===== config.mk =====
export PLATFORM = sky130hd
export DESIGN_NAME = dcm_lock_supervisor
export DESIGN_NICKNAME = d
export VERILOG_FILES = /design/src/rtl/dcm_lock_supervisor.sv
export SDC_FILE = /design/constraint.sdc
export NUM_CORES = 1
export LEC_CHECK = 0
export CORE_ASPECT_RATIO = 0.6
export CORE_MARGIN = 2
export CORE_UTILIZATION = 40
export CTS_CLUSTER_DIAMETER = 100
export DETAILED_ROUTE_END_ITERATION = 8
export HOLD_SLACK_MARGIN = 0.12
export SLEW_MARGIN = 20
export SYNTH_ARGS = -nofsm -noshare
export SYNTH_HDL_FRONTEND = slang
export SYNTH_SLANG_ARGS = --single-unit

===== constraint.sdc =====
create_clock -name input_clk -period 2.9 [get_ports input_clk]
set_input_delay 0.725 -clock input_clk [delete_from_list [all_inputs] [get_ports input_clk]]
set_output_delay 0.725 -clock input_clk [all_outputs]
set_load 0.005 [all_outputs]

===== src/rtl/dcm_lock_supervisor.sv =====
// Lock supervisor for a bank of DCM_SP instances: sequences RST, waits for LOCKED,
// demands a stable settle window, retries on timeout and latches a fault.
module dcm_lock_supervisor #(
  parameter int NUM_CHANNELS  = 2,
  parameter int PRESCALE      = 2,
  parameter int RESET_PULSE   = 10,
  parameter int LOCK_TIMEOUT  = 50000,
  parameter int SETTLE_CYCLES = 1024,
  parameter int MAX_RETRIES   = 4
) (
  input  logic                    input_clk,
  input  logic                    reset,
  input  logic [NUM_CHANNELS-1:0] channel_enable,
  input  logic [NUM_CHANNELS-1:0] dcm_locked,
  output logic [NUM_CHANNELS-1:0] dcm_reset,
  output logic [NUM_CHANNELS-1:0] clock_ready,
  output logic                    all_ready,
  output logic [NUM_CHANNELS-1:0] lock_lost,
  output logic [NUM_CHANNELS-1:0] fault
);

  localparam int MAX_RT  = (RESET_PULSE > LOCK_TIMEOUT) ? RESET_PULSE : LOCK_TIMEOUT;
  localparam int MAX_ALL = (MAX_RT > SETTLE_CYCLES) ? MAX_RT : SETTLE_CYCLES;
  localparam int CW      = $clog2(MAX_ALL + 1);
  localparam int RW      = $clog2(MAX_RETRIES + 1);
  localparam int PW      = (PRESCALE > 1) ? $clog2(PRESCALE) : 1;

  localparam logic [CW-1:0] RESET_LAST   = CW'(RESET_PULSE - 1);
  localparam logic [CW-1:0] TIMEOUT_LAST = CW'(LOCK_TIMEOUT - 1);
  localparam logic [CW-1:0] SETTLE_LAST  = CW'(SETTLE_CYCLES - 1);
  localparam logic [RW-1:0] RETRY_LAST   = RW'(MAX_RETRIES - 1);
  localparam logic [PW-1:0] PRE_LAST     = PW'(PRESCALE - 1);

  typedef enum logic [2:0] {
    IDLE,
    HOLD_RESET,
    WAIT_LOCK,
    SETTLE,
    RUN,
    FAULT
  } state_t;

  logic [PW-1:0]           pre_cnt;
  logic                    tick;
  logic [NUM_CHANNELS-1:0] sync_q;
  logic [NUM_CHANNELS-1:0] lock_s;

  assign tick = (pre_cnt == PRE_LAST);

  // NOTE: sequential state uses non-blocking assignments so every register
  // samples pre-edge values regardless of process ordering.
  always_ff @(posedge input_clk) begin
    if (reset) begin
      pre_cnt <= '0;
      sync_q  <= '0;
      lock_s  <= '0;
    end else begin
      pre_cnt <= tick ? '0 : pre_cnt + 1'b1;
      sync_q  <= dcm_locked;
      lock_s  <= sync_q;
    end
  end

  for (genvar i = 0; i < NUM_CHANNELS; i++) begin : g_ch
    state_t        state, state_n;
    logic [CW-1:0] cnt, cnt_n;
    logic [RW-1:0] rty, rty_n;
    logic          lost_n;
    logic          fail;
    logic          rst_q, ready_q, fault_q, lost_q;

    // NOTE: every always_comb output is defaulted first so no path infers a latch.
    always_comb begin
      state_n = state;
      cnt_n   = cnt;
      rty_n   = rty;
      lost_n  = 1'b0;
      fail    = 1'b0;
      if (!channel_enable[i]) begin
        state_n = IDLE;
        cnt_n   = '0;
        rty_n   = '0;
      end else begin
        case (state)
          IDLE: begin
            state_n = HOLD_RESET;
            cnt_n   = '0;
            rty_n   = '0;
          end
          HOLD_RESET: if (tick) begin
            if (cnt == RESET_LAST) begin
              state_n = WAIT_LOCK;
              cnt_n   = '0;
            end else cnt_n = cnt + 1'b1;
          end
          WAIT_LOCK: if (tick) begin
            if (lock_s[i]) begin
              state_n = SETTLE;
              cnt_n   = '0;
            end else if (cnt == TIMEOUT_LAST) fail = 1'b1;
            else cnt_n = cnt + 1'b1;
          end
          SETTLE: if (tick) begin
            if (!lock_s[i]) fail = 1'b1;
            else if (cnt == SETTLE_LAST) begin
              state_n = RUN;
              rty_n   = '0;
            end else cnt_n = cnt + 1'b1;
          end
          RUN: if (tick && !lock_s[i]) begin
            // Lock loss in service restarts the DCM without spending a retry.
            lost_n  = 1'b1;
            state_n = HOLD_RESET;
            cnt_n   = '0;
          end
          FAULT:   state_n = FAULT;
          default: state_n = IDLE;
        endcase
        if (fail) begin
          if (rty == RETRY_LAST) state_n = FAULT;
          else begin
            rty_n   = rty + 1'b1;
            state_n = HOLD_RESET;
            cnt_n   = '0;
          end
        end
      end
    end

    // Outputs register the next state so they move on the same edge as the FSM.
    always_ff @(posedge input_clk) begin
      if (reset) begin
        state   <= IDLE;
        cnt     <= '0;
        rty     <= '0;
        rst_q   <= 1'b1;
        ready_q <= 1'b0;
        fault_q <= 1'b0;
        lost_q  <= 1'b0;
      end else begin
        state   <= state_n;
        cnt     <= cnt_n;
        rty     <= rty_n;
        rst_q   <= (state_n == IDLE) || (state_n == HOLD_RESET) || (state_n == FAULT);
        ready_q <= (state_n == RUN);
        fault_q <= (state_n == FAULT);
        lost_q  <= lost_n;
      end
    end

    assign dcm_reset[i]   = rst_q;
    assign clock_ready[i] = ready_q;
    assign fault[i]       = fault_q;
    assign lock_lost[i]   = lost_q;
  end

  always_ff @(posedge input_clk) begin
    if (reset) all_ready <= 1'b0;
    else       all_ready <= (|channel_enable) && (&(clock_ready | ~channel_enable));
  end

endmodule


==> summary.md <==
| Metric | Value |
|---|---|
| Status | completed |
| Fin crit share | 0.9319 |
| Worst r2r src | g_ch[1].cnt[10]$_SDFF_PP0_ |
| Port bufs | 14 |
| Sequential cell area fraction in the yosys report | 0.2536 |
| GRT overflow | 0 |
| Measured slew at the worst slew-check pin | 0.8008 ns |
| Initial core utilization | 0.4079 |
| First-pass GRT wire length | 26250 um |
| F_max | 370.0 MHz |
| Worst Hold Launch | sync_q[0]$_SDFF_PP0_ |
| Synth warn | 0 |
| CP bufs+invs | 0 |
| DR vias/cell | 6.601 |
| Yosys cell types | 75 |
| Worst path required time | roughly 3.1 ns |
| CTS tree | yes |
| Post-placement cell count | 794 |
| Non-Filler Instances | 809 |
| # Post-CTS Setup Buffers | 0 |
| Final Power | 2.024 mW |
| Max-cap violation count | 0 |
| Longest Clk Path Bufs | 2 |
| Async SR Flop Fraction | 0 |
| Largest net degree at the start of global routing | 40 |
| Vias in the first global route | 4556 |
| Yosys reg bits | 58 |
| Die Ht | 86.87 um |
| Worst clock skew | 0.008949 ns |
| Filler instances | 1089 |
| Pre-antenna DRT Iters | 5 |
| CTS Buf Count | 9 |
| Max incr delay on CP | 0.68 ns |
| Final Max Tran Viols | 0 |
| CTS sink cnt | 58 |
| Final setup violating endpoints | 0 |
| Nets | between 600 and 700 |
| Most common cell after layout, fill and taps aside | nor2_1 |
| Dpl cell area | 0.004992 mm2 |
| Tot GR Track Use | 0.2788 |
| PD cells | ~380 mW/mm2 |
| Hold Buf Count CTS | 0 |
| GP Congestion | approximately 1.0 |
| Syn_area_per_cell | about 7.1 um2 |
| Setup crit start kind | flip-flop |
| Final critical-path required period | 2.703 ns |
| Arr. time, crit path | 2.94 ns |
| TNS Setup | 0 ns |
| Nature of the critical path endpoint | flip-flop |
| Worst Hold Class | reg2reg |
| CP Cell Sequence | or4_1 -> nor4_2 -> a21oi_1 -> nor2_1 -> o311ai_0 -> a221oi_1 |
| CTS resizes | 0 |
| Slowest CP cell | or4_1 |
| Crit path from | g_ch[1].cnt[10]$_SDFF_PP0_ |
| Clk_lat worst skew | roughly 0.34 ns |
| Mapped cell area | 0.004578 mm2 |
| Worst-path clk slew | approximately 0.05 ns |
| Worst-path fanout max | 6 |
| Drt drc | 0 |
| Row count | 30 |
| Die area | between 0.01 and 0.015 mm2 |
| DR iter-0 viols | 970 |
| VDD IR-drop max | 0.2903 mV |
| Routed WL | 17040 um |
| Layout cell share with drive strength beyond 1 | 0.1308 |
| Static leakage | approximately 1.8 nW |
| CP Class | reg2reg |
| Antenna diodes | 0 |
| DPL Wire Length | roughly 13000 um |
| Clock Root Buffer | clkbuf_16 |
| RSZ-0062 raised after global routing | no |
| Routed Antenna Nets | 0 |
| Die width | 142.1 um |
| Delay-heaviest family, CP | simple AND/OR/NAND/NOR gates |
| Detailed-route via count | 5340 |
| Routed wire per std cell | 21.07 um |
| Synth Net Count | 659 |
| H-Tree Depth | 3 |
| Core box area | 0.01122 mm2 |
| Initial antenna violation count | 0 |
| Ys flop type | dfxtp_1 |
| Design Area, Final | 0.005279 mm2 |
| Max_slew headroom | 0.4661 |
| Final number of hold-violating endpoints | 0 |
| Ports | 15 |
| Syn-to-layout area delta | 15.30% |
| Post-synth EDFFs | 0 |
| Syn Inst Count | 647 |
| Most frequent cells in the layout | 64 x nor2_1, 58 x dfxtp_1, 56 x a21oi_1 |
cells by family (layout without fill, tap and decap cells):
group	count (synthesis)	after routing	synth area share
buffers and inverters	75	93	0.07242
multiplexers	3	3	0.006559
adder cells (fa/ha/maj)	6	6	0.01640
AO/OA/AOI/OAI	217	217	0.3097
AND/OR/NAND/NOR	280	280	0.3260
flip-flops	58	58	0.2536
XOR/XNOR	8	8	0.01531
through the flow:
step,hold slack [ns],worst slack [ns],utilization
2_1_floorplan,0.4138,0.4388,-
3_3_place_gp,0.4194,0.08060,0.4448
3_5_place_dp,0.4349,0.05123,0.4448
4_1_cts,0.4440,0.03737,0.4690
5_1_grt,0.4579,0.02757,0.4703
6_report,0.4350,0.1975,0.4703
state kept, by name (all words and copies together), names as in the netlist:
name          flops
all_ready         1
g_ch.cnt         32
g_ch.fault_q      2
g_ch.lost_q       2
g_ch.ready_q      2
g_ch.rst_q        2
g_ch.rty          6
g_ch.state        6
lock_s            2
pre_cnt           1
sync_q            2
layer usage:
metal / GRT usage / part of all wire / vias up
met5: 0 / 0 / -
met4: 0.05455 / 0.0095 / 0
met3: 0.1512 / 0.16 / 25
met2: 0.3131 / 0.34 / 383
met1: 0.4366 / 0.48 / 2476
li1: - / - / 2456
worst register-to-register path, stage by stage, from the launching register on:
cell      delay, ns
dfxtp_1        0.31
or4_1          0.68
nor4_2         0.45
a21oi_1        0.30
nor2_1         0.33
o311ai_0       0.21
a221oi_1       0.32
area by class of cell:
cell class | count | area, um2 | area share
repair buffers | 60 | 498.0 | 0.09434
clock inverters | 3 | 15.01 | 0.002844
inverters | 18 | 67.56 | 0.01280
clock buffers | 12 | 256.5 | 0.04859
well taps | 144 | 180.2 | 0.03413
multi-input cells | 514 | 3100 | 0.5873
flip-flops and latches | 58 | 1161 | 0.2200
power breakdown:
| group | switching [mW] | internal [mW] |
|---|---|---|
| Sequential | 0.00963 | 0.805 |
| Clock | 0.383 | 0.615 |
| Combinational | 0.137 | 0.0753 |
cells in the mapped netlist, drive strengths merged, types with 4 or more instances:
cell type | n | share of area
o22ai | 7 | 0.0096
nand2 | 53 | 0.043
a311oi | 4 | 0.0077
a21o | 8 | 0.013
a21oi | 56 | 0.061
a211oi | 15 | 0.025
o21a | 6 | 0.011
nor4 | 14 | 0.020
dfxtp | 58 | 0.25
or2 | 5 | 0.0068
xnor2 | 6 | 0.011
o211ai | 8 | 0.013
nor3b | 4 | 0.0077
nand2b | 8 | 0.011
a22oi | 5 | 0.0093
inv | 17 | 0.014
or3 | 11 | 0.015
and2 | 6 | 0.0082
o31ai | 7 | 0.011
and4 | 4 | 0.0077
nand4 | 19 | 0.026
a21boi | 5 | 0.0082
clkbuf | 42 | 0.035
nor2 | 64 | 0.052
nor3 | 14 | 0.015
buf | 15 | 0.023
ha | 6 | 0.016
or3b | 5 | 0.0096
or4 | 6 | 0.011
a31oi | 17 | 0.023
nand3 | 31 | 0.034
o21ai | 48 | 0.054
nor2b | 13 | 0.018
and3 | 11 | 0.015
path summary, 6_finish.rpt:
| kind | to | slack [ns] | depth (start not counted) |
|---|---|---|---|
| setup / recovery | g_ch[1].cnt[12]$_SDFF_PP0_ | 0.20 | 6 |
| hold / removal | lock_s[0]$_SDFF_PP0_ | 0.43 | 1 |
| setup reg to reg | g_ch[1].cnt[12]$_SDFF_PP0_ | 0.20 | 6 |
| hold reg to reg | lock_s[0]$_SDFF_PP0_ | 0.43 | 1 |
(Power assumes the default switching activity.)
